`src/rtl/latency_meas.sv`:
```
// -----------------------------------------------------------------------------
// latency_meas
//
// Measures per-transaction latency of an in-order request/response path.
// Every accepted request pushes the current timer value into a small FIFO;
// every response pops the oldest entry. The difference (modulo 2**TW) is the
// transaction latency. The block accumulates min/max/saturating-sum and a
// saturating count of completed transactions.
//
// Ports
//   clk              clock
//   rstn             synchronous active-low reset
//   start_i          pulse: clear stats/timer/FIFO/errors, enter RUN
//   stop_i           pulse: stop accepting requests, drain outstanding
//   req_fire_i       a request was accepted this cycle
//   rsp_fire_i       the oldest outstanding request completed this cycle
//   busy_o           high in RUN or DRAIN
//   done_o           high in DONE (statistics final)
//   outstanding_o    current FIFO occupancy
//   lat_last_o       latency of the most recent completed transaction
//   lat_last_vld_o   one-cycle pulse when lat_last_o updates
//   lat_min_o        minimum latency since start (all ones when none yet)
//   lat_max_o        maximum latency since start
//   lat_sum_o        saturating sum of latencies
//   lat_cnt_o        saturating count of completed transactions
//   err_ovf_o        sticky: request arrived while FIFO full (dropped)
//   err_udf_o        sticky: response arrived while FIFO empty (ignored)
// -----------------------------------------------------------------------------
module latency_meas #(
    parameter int TW = 32,
    parameter int AW = 4,
    parameter int CW = 32,
    parameter int SW = 48
) (
    input  logic          clk,
    input  logic          rstn,
    input  logic          start_i,
    input  logic          stop_i,
    input  logic          req_fire_i,
    input  logic          rsp_fire_i,
    output logic          busy_o,
    output logic          done_o,
    output logic [AW:0]   outstanding_o,
    output logic [TW-1:0] lat_last_o,
    output logic          lat_last_vld_o,
    output logic [TW-1:0] lat_min_o,
    output logic [TW-1:0] lat_max_o,
    output logic [SW-1:0] lat_sum_o,
    output logic [CW-1:0] lat_cnt_o,
    output logic          err_ovf_o,
    output logic          err_udf_o
);

    localparam int DEPTH = 1 << AW;

    typedef enum logic [1:0] {
        S_IDLE  = 2'd0,
        S_RUN   = 2'd1,
        S_DRAIN = 2'd2,
        S_DONE  = 2'd3
    } state_t;

    state_t state_q, state_d;

    logic [TW-1:0] ts_mem [DEPTH];
    logic [AW-1:0] wr_ptr_q, rd_ptr_q;
    logic [AW:0]   count_q, count_d;
    logic [TW-1:0] timer_q;

    logic          busy_q, done_q;
    logic [TW-1:0] lat_last_q;
    logic          lat_last_vld_q;
    logic [TW-1:0] lat_min_q, lat_max_q;
    logic [SW-1:0] lat_sum_q, lat_sum_d;
    logic [CW-1:0] lat_cnt_q;
    logic          err_ovf_q, err_udf_q;

    logic          active, push_req, pop_req, empty, full;
    logic          push, pop, ovf, udf;
    logic [TW-1:0] lat;
    logic [SW:0]   sum_ext;

    // Next-state and datapath decode. start_i suppresses all FIFO activity
    // in its cycle, since the whole block is being cleared anyway.
    always_comb begin
        state_d  = state_q;
        active   = (state_q == S_RUN) || (state_q == S_DRAIN);
        push_req = (state_q == S_RUN) && req_fire_i && !start_i;
        pop_req  = active && rsp_fire_i && !start_i;
        empty    = (count_q == '0);
        full     = (count_q == (AW+1)'(DEPTH));
        pop      = pop_req && !empty;
        udf      = pop_req && empty;
        // A pop in the same cycle frees a slot, so a full FIFO still accepts.
        push     = push_req && (!full || pop);
        ovf      = push_req && full && !pop;
        lat      = timer_q - ts_mem[rd_ptr_q];
        sum_ext  = {1'b0, lat_sum_q} + (SW+1)'(lat);
        lat_sum_d = sum_ext[SW] ? '1 : sum_ext[SW-1:0];

        count_d = count_q;
        if (push && !pop) begin
            count_d = count_q + (AW+1)'(1);
        end else if (pop && !push) begin
            count_d = count_q - (AW+1)'(1);
        end

        // Completion decisions use the post-update occupancy so that the last
        // response (or a stop with nothing in flight) reaches DONE next cycle.
        case (state_q)
            S_IDLE: begin
                if (start_i) state_d = S_RUN;
            end
            S_RUN: begin
                if (start_i)          state_d = S_RUN;
                else if (stop_i)      state_d = (count_d == '0) ? S_DONE : S_DRAIN;
            end
            S_DRAIN: begin
                if (start_i)          state_d = S_RUN;
                else if (count_d == '0) state_d = S_DONE;
            end
            S_DONE: begin
                if (start_i) state_d = S_RUN;
            end
            default: state_d = S_IDLE;
        endcase
    end

    always_ff @(posedge clk) begin
        if (!rstn) begin
            state_q <= S_IDLE;
        end else begin
            state_q <= state_d;
        end
    end

    // busy/done are registered decodes of the state being entered, so they
    // line up with state_q.
    always_ff @(posedge clk) begin
        if (!rstn) begin
            busy_q <= 1'b0;
            done_q <= 1'b0;
        end else begin
            busy_q <= (state_d == S_RUN) || (state_d == S_DRAIN);
            done_q <= (state_d == S_DONE);
        end
    end

    // Timestamp storage; contents are meaningless while the pointers say empty.
    always_ff @(posedge clk) begin
        if (push) begin
            ts_mem[wr_ptr_q] <= timer_q;
        end
    end

    always_ff @(posedge clk) begin
        if (!rstn || start_i) begin
            timer_q        <= '0;
            wr_ptr_q       <= '0;
            rd_ptr_q       <= '0;
            count_q        <= '0;
            lat_last_q     <= '0;
            lat_last_vld_q <= 1'b0;
            lat_min_q      <= '1;
            lat_max_q      <= '0;
            lat_sum_q      <= '0;
            lat_cnt_q      <= '0;
            err_ovf_q      <= 1'b0;
            err_udf_q      <= 1'b0;
        end else begin
            if (active) begin
                timer_q <= timer_q + TW'(1);
            end
            if (push) begin
                wr_ptr_q <= wr_ptr_q + AW'(1);
            end
            if (pop) begin
                rd_ptr_q <= rd_ptr_q + AW'(1);
            end
            count_q        <= count_d;
            lat_last_vld_q <= pop;
            if (pop) begin
                lat_last_q <= lat;
                lat_sum_q  <= lat_sum_d;
                if (lat < lat_min_q) lat_min_q <= lat;
                if (lat > lat_max_q) lat_max_q <= lat;
                if (lat_cnt_q != '1) lat_cnt_q <= lat_cnt_q + CW'(1);
            end
            if (ovf) err_ovf_q <= 1'b1;
            if (udf) err_udf_q <= 1'b1;
        end
    end

    assign busy_o         = busy_q;
    assign done_o         = done_q;
    assign outstanding_o  = count_q;
    assign lat_last_o     = lat_last_q;
    assign lat_last_vld_o = lat_last_vld_q;
    assign lat_min_o      = lat_min_q;
    assign lat_max_o      = lat_max_q;
    assign lat_sum_o      = lat_sum_q;
    assign lat_cnt_o      = lat_cnt_q;
    assign err_ovf_o      = err_ovf_q;
    assign err_udf_o      = err_udf_q;

endmodule

```
`config.mk`:
```
export PLATFORM = sky130hd
export DESIGN_NAME = latency_meas
export DESIGN_NICKNAME = d
export VERILOG_FILES = /design/src/rtl/latency_meas.sv
export SDC_FILE = /design/constraint.sdc
export NUM_CORES = 1
export LEC_CHECK = 0
export ABC_AREA = 1
export CORE_MARGIN = 5
export CORE_UTILIZATION = 30
export CTS_CLUSTER_SIZE = 40
export DETAILED_ROUTE_END_ITERATION = 7
export DONT_BUFFER_PORTS = 1
export PLACE_DENSITY = 0.52
export RECOVER_POWER = 100
export SLEW_MARGIN = 15
export SYNTH_ARGS = -nofsm -noshare
export SYNTH_HDL_FRONTEND = slang
export SYNTH_SLANG_ARGS = --single-unit
export TNS_END_PERCENT = 30
```
`constraint.sdc`:
```
create_clock -name clk -period 8.9 [get_ports clk]
set_input_delay 1.78 -clock clk [delete_from_list [all_inputs] [get_ports clk]]
set_output_delay 1.78 -clock clk [all_outputs]
set_load 0.005 [all_outputs]
```
Yosys cells after proc, flatten, opt, wreduce, memory -nomap -nowiden
Memory sizes are Yosys's and may differ from the RTL's. A register that Yosys moved wholly into a read port is not among the register bits.
Cells that the tools add are included.
{"block": "totals", "regBits": 228, "ramBits": 512, "inputBits": 6, "out_inout_bits": 186, "memories": 1}
{"block": "op_classes", "addsub": 8, "magnitude_cmp": 2, "n_eq_ne": 8, "mux": 14, "reduce_logical": 28}
{"name": "ts_mem", "words": 16, "width": 32, "read_ports": 1, "rd_clocked_by_memory_dff": 1, "wr": 1, "line": "65", "rtl": "logic [TW-1:0] ts_mem [DEPTH];"}
{"cell": "32-bit by 1-bit adder with 32-bit output, second input constant", "count": 2}
{"cell": "48-bit by 32-bit adder with 49-bit output", "count": 1}
{"cell": "48-bit 2-to-1 mux", "count": 1}
{"cell": "32-bit > comparator", "count": 1}
{"cell": "32-bit less-than comparator", "count": 1}
{"cell": "32-bit != test, second input constant", "count": 1}
{"cell": "32-bit subtractor", "count": 1}
{"cell": "1-bit logical AND", "count": 11}
{"cell": "5-bit logical NOT", "count": 2}
{"cell": "2-bit 2-to-1 mux", "count": 5}
{"cell": "5-bit 2-to-1 mux", "count": 2}
{"cell": "4-bit by 1-bit adder with 4-bit output, second input constant", "count": 2}
{"cell": "2-bit == test, second input constant", "count": 4}
{"cell": "4-bit 2-to-1 mux", "count": 2}
{"cell": "1-bit logical NOT", "count": 6}
{"cell": "2-bit one-hot mux with 3 select lines", "count": 1}
{"cell": "2-bit AND reduction", "count": 3}
{"cell": "5-bit by 1-bit adder with 5-bit output, second input constant", "count": 1}
{"cell": "5-bit == test, second input constant", "count": 1}
{"cell": "5-bit by 1-bit subtractor with 5-bit output, second input constant", "count": 1}
{"cell": "2-bit by 1-bit == test with 1-bit output, second input constant", "count": 2}
{"cell": "1-bit logical OR", "count": 4}
{"cell": "1-bit 2-to-1 mux", "count": 3}
{"cell": "2-bit logical NOT", "count": 1}
{"cell": "2-bit OR reduction", "count": 1}

Logic depth before layout (Yosys ltp)
Gate-level depths: netlist (run 1).
{"block": "logic_depth", "ltp_word": 18, "depth_mapped": 36, "ltp_nobuf": 33}

Worst setup path after synthesis (run 1)
Ideal clock, no wire load.
{"block": "synth_timing", "kind": "reg2reg", "start": "register (tool-made name)", "end": "register lat_sum_q[29], in the netlist lat_sum_o[29]", "setup_ps": 66, "arrival_ps": 4405, "t_required_ps": 8834, "path_slack_ps": 4428, "path_stages_with_launch": 32, "path_buffers": 5, "period_less_slack_ps": 4472, "cell_sequence": "dfxtp_1 buf_2 buf_2 buf_2 clkbuf_1 a21oi_1 o21ai_0 o211ai_1 nand3_1 nand2_1 ha_1 fa_1 o21ai_1 nand2_1 nand2_1 nand2_1 nand3_1 nand3_1 nand3_1 nand2_1 ha_1 nand2_1 nor2_2 inv_2 nor4_4 nand2_2 nand2_4 nand2_4 nand2_4 inv_4 buf_6 a21oi_2"}
{"element": "to (signal assigned)", "line": "184", "rtl": "lat_sum_q <= lat_sum_d;"}
{"element": "to (decl)", "line": "74", "rtl": "logic [SW-1:0] lat_sum_q, lat_sum_d;"}

==> results list, run 1 <==
- The run finished, with violations left.
- Violated checks: max-capacitance violations, max-slew violations
- CP most frequent cell: nand2_1
- Ranked by instance count, the synthesized netlist is headed by nand2_1, edfxtp_1, inv_1, a21oi_1, o21ai_0.
- Maximum buffer depth of the clock tree: 3
- Hold-fix buffer count after cts: 0
- Synthesis produced 3,825 cells.
- RSZ-0062 raised after global routing: no
- Fraction of synthesized cell area taken by the top area cell type: 42.17%
- The largest individual stage delay along the critical path comes from the cell clkbuf_1.
- Power dissipated by switching net loads: 1842 uW
* Total Negative Setup Slacks: 0 ps
- Pins over their slew limit: 673
* Worst setup SP type: register
- The area growth from synthesis to layout is 12.13%.
* Final period util: 85.91%
- 0 antenna diodes ended up in the layout.
- For this design, the sink count on the clock tree is 744.
- Max-cap violations in this run came to 21.
- Cell leakage power: 0.01570 uW
* Top cells by area, synth: edfxtp_1, dfxtp_1, nand2_1, inv_1, a21oi_1
- Input and output buffers added on the ports amount to 0.
* Die area: 128,600 sq um
- Yosys mapped a number of flops with a built-in enable equal to 512.
- Total routing usage reported by global routing: 17.13%
- Maximum fanout along the worst path: 83
- The netlist uses 56 different library cells.
- Clock-pin slew was measured on the worst setup and hold paths at 60 ps.
* Sequential Power Share: 47.6%
- Buffers inserted during clock tree synthesis total 82.
- Final hold violation count: 0
- Setup crit end kind: register
- Top delay family on crit path: buffers and inverters
* Switching Share: 23.61%
- CTS built an H-tree with a depth of 3.
- Number of iterations in the first detailed-routing pass: 6
- Worst-case setup margin in the final layout: 1254 ps
- Of the cells placed in the final design, the portion with a size suffix greater than 1 is 5.619%.
- Excluding fillers, the count of instances in the completed layout stands at 5,492.
- Number of antenna violations at the first check in global routing: 0
- Internal power component: 5960 uW
* Number of synthesized register bits: 744
- Worst vdd ir: 154.6 uV
- Detailed-route wire length per cell: 20.67 um
- The congestion estimate from routability-driven global placement came to 0.9294.
* Clk_lat worst skew: 660 ps
- Antenna Violating Nets Remaining: 0
* Slew margin rel.: -142.4%
* Number of buffer and inverter instances along the worst setup path: 6
- For the worst setup path, the data required time is 9470 ps.
* Number of global-route vias before repair: 25,890
- Overall die height: 358.6 um
* Part of the Yosys area used for sequential elements: 54.91%
- Among all cell types in the netlist, the one instantiated most often is nand2_1.
- Hold slack final: 504.2 ps
- CTS root buffer: clkbuf_16
- Largest net degree at the start of global routing: 143
- Summed over all layers, the global routing overflow is 0.
- Peak per-stage delay on the critical path: 970 ps
* Peak clock frequency supported by timing: 130.8 MHz
* Power per Cell Area: 190.9 nW/um^2
- Global-route wire length before repair: 167,900 um
* Number of nets in the layout: 3,957
- Netlist area before placement: 36,450 sq um
* CTS tree: yes
- For this configuration, the core starts out at a cell density of 30.31%.
- Once layout is complete, the utilization of the core stands at 33.98%.
- Fraction of synthesis flops using an asynchronous set or reset pin: 0%
- The min-delay analysis places its worst path in the category register to register.
- Vias per std cell: 4.948
* Fraction of power consumed by the clock network: 46.1%
- Resized cells post-CTS: 0
- Width of the chip: 358.6 um
- Including well taps, the total number of placed cells is 5,338.
* Drt drc: 0
- Core Region: 120,300 sq um
* Yosys warning count: 0
- Num ports: 192
- Post-layout minimum cycle time: 7646 ps
* Post-synthesis net count: 3,972
* Sum of net half-perimeters after detailed placement: 72,760 um
* Via count: 27,170
- The floorplan has 127 rows.
- Total detailed-routing wirelength: 113,500 um
* Worst slack at placement: 1815 ps
- In this run the post-CTS setup repair buffer count came out at 0.
* Synth Flop Type: edfxtp_1
- STA puts the critical path data arrival time at 8220 ps.
- Worst setup path category: register to register
- Of all cell types, the one taking the most synthesized area is edfxtp_1.
* Worst-Margin Slew: 3636 ps
- Clock skew after layout: 30.72 ps
- Synthesized area divided by synthesized cell count: 9.531 sq um
- Number of DRC markers in iteration 0: 2,239
- Setup violations remaining at the end of the flow were counted as 0.
* Combinational fraction of design power: 6.3%
-- power by group through the flow --
stage	logic, uW	clock network (uW)	registers [uW]
2_1_floorplan	318	0	3780
3_3_place_gp	499	0	3780
3_5_place_dp	501	0	3790
4_1_cts	505	3680	3710
5_1_grt	543	3820	3710
6_report	494	3590	3710
-- flip-flops by register name, summed over array words and instances, names as in the netlist, 2 cells and up, named ones only --
register	cells
lat_cnt_o	32
lat_last_o	32
lat_max_o	32
lat_min_o	32
lat_sum_o	48
outstanding_o	5
rd_ptr_q	4
state_q	2
timer_q	32
ts_mem	512
wr_ptr_q	4
-- stage by stage --
stage               total power, uW  instance area, sq um
floorplan                      4094                 36460
global placement               4284                 38370
detailed placement             4287                 38370
CTS                            7897                 41220
global route                   8079                 40880
finish                         7802                 40880
-- worst reg2reg max path, stage by stage (launching register included) --
cell,delay [ps]
dfxtp_4,530
inv_6,670
clkbuf_1,890
o21ai_0,260
o211ai_1,220
nand2_1,70
inv_1,120
ha_1,300
a21oi_1,220
o21ai_0,160
a21oi_1,220
nand2_1,150
nand2_1,90
nand2_1,60
xor2_1,510
inv_1,330
ha_1,380
a21oi_1,140
o21a_1,120
o21ai_0,80
a21oi_2,180
clkinv_1,80
a21oi_1,500
clkbuf_1,970
nand2_1,200
nand3_1,140
-- area by class of cell --
class	count	area, sq um
clock inverter	45	619.3
tap	1612	2017
clock buffer	109	2228
sequential	744	20030
inverter	508	1917
multi-input combinational	2421	13700
fill	12380	79410
timing repair buffer	53	366.6
-- cells in the final DEF, fill, tap and decap left out, types with 4 or more instances in the layout --
cell type	count
mux2i_1	124
nand3b_1	7
bufinv_16	12
inv_2	10
nand4_1	36
buf_12	5
o211ai_1	143
nand3_2	4
clkbuf_1	45
nor3_1	60
nand3_1	205
o21ai_0	292
nor2_2	5
edfxtp_1	512
buf_4	23
nor3_2	4
inv_1	491
dfxtp_1	228
nand2_2	12
a21o_1	5
o21ai_1	8
nand2_1	587
clkbuf_8	5
clkinv_1	13
nor2_4	14
ha_1	139
a31oi_1	15
clkbuf_16	83
nor4_1	11
clkinv_2	10
nor2_1	276
o21a_1	12
o21bai_1	8
xor2_1	36
clkinvlp_4	4
xnor2_1	22
a21oi_1	369
-- metal layers --
metal / part of all wire, % / track usage [%] / up-vias
met4: 2.4 / 4.875 / 0
li1: - / - / 13160
met3: 6.4 / 3.211 / 150
met2: 48 / 29.11 / 740
met5: 0 / 0 / -
met1: 43 / 22.36 / 13120
-- worst paths after layout --
kind / start / end / slack (ps) / cells after the start
max: register / lat_min_o[15]$_SDFFE_PP1P_ / 1250 / 25
min: err_ovf_o$_SDFFE_PP0P_ / err_ovf_o$_SDFFE_PP0P_ / 500 / 2
max reg2reg: register / lat_min_o[15]$_SDFFE_PP1P_ / 1250 / 25
min reg2reg: err_ovf_o$_SDFFE_PP0P_ / err_ovf_o$_SDFFE_PP0P_ / 500 / 2
-- cell families (layout without fill, tap and decap cells) --
kind of cell               count (synthesis)  count (layout)  synth area share, %
DFF                                      744             744                54.91
AOI/OAI and AO/OA                        861             861                13.32
muxes                                    124             124                3.405
and+or+nand+nor                         1236            1236                14.86
buffers and inverters                    660             715                7.180
xor gates and xnor gates                  59              59                1.438
adders and majority gates                141             141                4.881
No activity file was read; power rests on OpenSTA's default activity.
==> inputs of run 2 (changes only) <==
--- a/config.mk
+++ b/config.mk
@@ -6,6 +6,7 @@
 export NUM_CORES = 1
 export LEC_CHECK = 0
 export ABC_AREA = 1
+export ABC_CLOCK_PERIOD_IN_PS = 8900
 export CORE_MARGIN = 5
 export CORE_UTILIZATION = 30
 export CTS_CLUSTER_SIZE = 40
==> results of run 2 <==
Same layout as run 1: the final DEF is identical, and so are final timing and power.
==> inputs of run 3 (changes only) <==
--- a/config.mk
+++ b/config.mk
@@ -12,7 +12,7 @@
 export CTS_CLUSTER_SIZE = 40
 export DETAILED_ROUTE_END_ITERATION = 7
 export DONT_BUFFER_PORTS = 1
-export PLACE_DENSITY = 0.52
+export PLACE_DENSITY = 0.5
 export RECOVER_POWER = 100
 export SLEW_MARGIN = 15
 export SYNTH_ARGS = -nofsm -noshare
==> run 3 against run 2 <==
  * The run still ends with max-capacitance violations, max-slew violations left
  * Register-to-register slack better by 150 ps
  * Sequential cell count unchanged
  * Sequential power barely moved
  * Setup slack improved by 150 ps
  * Cell area increased by 0.61%
  * Die area stayed put
  * Critical path type unchanged
  * Critical endpoint is now lat_max_o[5]$_SDFFE_PP0P_
  * Highest routed layer unchanged
==> results list, run 3 (synthesis gave the netlist of run 1 again) <==
- The area growth from synthesis to layout is 12.82%.
- The total area of multi-input combinational cells came to 13,720 sq um (+0.17%).
- Worst hold path depth: 2 (unchanged)
- Cell leakage power: 0.01583 uW (+0.84%)
- Most frequent cells in the layout: nand2_1, edfxtp_1, inv_1
- Post-layout minimum cycle time: 7491 ps (-154.8 ps)
- Drt drc: 0 (unchanged)
* Critical Path Slowest Stage Cell: nand2_1
* Peak per-stage delay on the critical path: 980 ps (about the same)
- CTS root buffer: clkbuf_16
- Combinational fraction of design power: 6.1% (-0.2 points)
* Worst min-delay path class: register to register
- Worst setup path category: register to register
- The starting density of the core was 30.31% (unchanged).
- Num ports: 192 (unchanged)
- Power per Cell Area: 194.6 nW/um^2 (+2.0%)
- The final count of hold timing violations was 0 (unchanged).
* Fraction of final layout cells with drive strength greater than 1: 5.920% (+0.30 points)
- CTS tree: yes
- The cell depth of the worst flop-to-flop path came to 24 (-4.0%).
* Fill cell instance count of the final layout: 12,350 (-0.31%)
- Number of flip-flops under the largest register name: 512 (unchanged)
- Violated checks: max-capacitance violations, max-slew violations
* Number of iterations in the first detailed-routing pass: 5 (-1)
* Worst setup SP type: register
- The die span in x is 358.6 um (unchanged).
- Most common library cell in the layout ignoring fill and taps: nand2_1
- The post-detailed-route via-to-cell ratio is 4.907 (-0.83%).
- Global-route wire length before repair: 171,600 um (+2.2%)
- The proportion of power drawn by the clock network was 47.5% (+1.4 points).
* Setup crit end kind: register
- Metal2 WL: 55,780 um (+2.7%)
- Number of buffer and inverter instances along the worst setup path: 6 (unchanged)
- The iteration-0 DRC count of the detailed router was 1,923 (-14%).
* Number of nets in the layout: 3,961 (+0.10%)
* Power dissipated by switching net loads: 1874 uW (+1.8%)
- Clk_lat worst skew: 680 ps (+20 ps)
- CP most frequent cell: nand2_1
* Routed length on met3: 6137 um (-16%)
- Run status: finished, violations left
* RSZ-0062 raised after global routing: no
- Total CTS buffers: 83 (+1.2%)
* Count of buffers added by post-CTS timing repair for setup: 0 (unchanged)
- The worst-path maximum fanout is 69 (-17%).
* Final period util: 84.17% (-1.7 points)
- Switching Share: 23.41% (-0.19 points)
- The number of pins exceeding their max-slew limit in the final report is 714 (+6.1%).
- Antenna Violating Nets Remaining: 0 (unchanged)
* Top delay family on crit path: simple AND/OR/NAND/NOR gates
* Internal power component: 6131 uW (+2.9%)
* Arrival time reported for the critical path endpoint: 7920 ps (-300 ps)
* CTS HTree Levels: 3 (unchanged)
- The transition time of the tightest slew-check pin came to 3425 ps (-211.3 ps).
* Slew margin rel.: -128.3% (+14 points)
- The CTS sink count came to 744 (unchanged).
- The routed via count was 26,970 (-0.74%).
- The register area is 20,030 sq um (unchanged).
- The summed negative setup slack over all endpoints came to 0 ps (unchanged).
* Worst reg-to-reg setup slack: 1410 ps (+150 ps)
- Detailed-route wire length per cell: 21.01 um (+1.7%)
- The core area was 120,300 sq um (unchanged).
- Worst-case setup margin in the final layout: 1409 ps (+154.8 ps)
- The number of buffers inserted by port buffering is 0 (unchanged).
- The total track usage is 17.56% (+0.43 points).
- The setup slack at placement is 1607 ps (-208.5 ps).
- ts_mem holds more flip-flops than any other register.
* Total routed wire length on the met1 layer: 50,810 um (+3.3%)
- The highest clock frequency the design can meet is 133.5 MHz (+2.1%).
- The total stage count of the critical path came to 24 (-4.0%).
* Antenna diodes: 0 (unchanged)
- Top metal layer carrying routed signals: met4
- The number of antenna violations at the first check in global routing came to 0 (unchanged).
- The area enclosed by the die boundary is 128,600 sq um (unchanged).
- Sum of overflow across all layers after global routing: 0 (unchanged)
- The standard-cell row count was 127 (unchanged).
- The quantity of gates resized following cts was 0 (unchanged).
- Number of global-route vias before repair: 25,940 (+0.19%)
- Final count of negative-setup-slack endpoints: 0 (unchanged)
- Largest net degree at the start of global routing: 143 (unchanged)
- The signal on the critical path passes through inv_4 > buf_4 > buf_4 > o21ai_0 > o211ai_1 > nand2_1 > inv_1 > ha_1 > nand2_1 > nor3_1 > nand3_1 > nand3_1 > nand2_1 > ha_1 > nand4_1 > inv_1 > nand2_1 > nor4_1 > nand3_1 > nand2_1 > inv_1 > nand2_1 > nand2_1 > a21oi_1.
- Sequential Power Share: 46.4% (-1.2 points)
- The final setup skew was 54.30 ps (+23.58 ps).
* Hold-fix buffer count after cts: 0 (unchanged)
- The peak supply drop was 139.9 uV (-9.5%).
* Placer's final routability congestion estimate: 0.9158 (-1.5%)
- The worst-case clock buffer depth is 3 (unchanged).
* Data required time at the worst endpoint: 9330 ps (-140 ps)
- The clock-pin slew of the registers on the worst-case setup and hold paths was 70 ps (about the same).
- Max Cap Violations: 22 (+4.8%)
- The final routed wirelength across all metal layers was 115,500 um (+1.8%).
* Overall die height: 358.6 um (unchanged)
- Sum of net half-perimeters after detailed placement: 75,100 um (+3.2%)
==> run 3: changes by cell type in the layout (fill, tap and decap cells not counted), sizes merged <==
cell / before / now
clkbuf: 134 / 133
bufinv: 12 / 16
clkinvlp: 6 / 3
buf: 28 / 34
clkinv: 27 / 26
==> run 3: final timing paths <==
kind / startpoint / to
max: register / lat_max_o[5]$_SDFFE_PP0P_
max reg2reg: register / lat_max_o[5]$_SDFFE_PP0P_
min reg2reg: wr_ptr_q[2]$_SDFFE_PP0P_ / wr_ptr_q[3]$_SDFFE_PP0P_
min: wr_ptr_q[2]$_SDFFE_PP0P_ / wr_ptr_q[3]$_SDFFE_PP0P_
==> run 3: layout make-up <==
cell class,count,share of cell area (%)
inverter,508,4.655
clock buffer,111,5.577
clock inverter,45,1.850
multi-input combinational,2421,33.36
sequential,744,48.71
timing repair buffer,56,0.9431
tap,1612,4.904
==> run 3: worst min-delay path, cell delays in order (launching register included) <==
cell and delay [ps]:
dfxtp_1 340, nand3_1 90, a21oi_1 60
==> run 3: power by group through the flow <==
stage / sequential (uW) / clock [uW] / combinational (uW)
final: 3710 / 3800 / 491
after global routing: 3710 / 4020 / 542
after CTS: 3710 / 3880 / 500
after detailed placement: 3790 / 0 / 497
after global placement: 3790 / 0 / 496
after floorplan: 3780 / 0 / 318
==> run 3: metrics by stage <==
step | total power (uW) | area, sq um | hold WS, ps | std cells | util (%)
after floorplan | 4094 | 36460 | 460.4 | 3825 | -
after global placement | 4281 | 38380 | 498.0 | 5341 | 31.91
after detailed placement | 4283 | 38380 | 504.0 | 5341 | 31.91
after CTS | 8094 | 41430 | 513.1 | 5497 | 34.45
after global routing | 8280 | 41130 | 523.6 | 5497 | 34.19
final | 8005 | 41130 | 510.6 | 5497 | 34.19
==> run 3: metal layers <==
layer  GRT usage, %  vias up
met1          22.80    13050
li1               -    13140
met5              0        -
met2          30.26      636
met4          4.724        0
met3          3.115      139
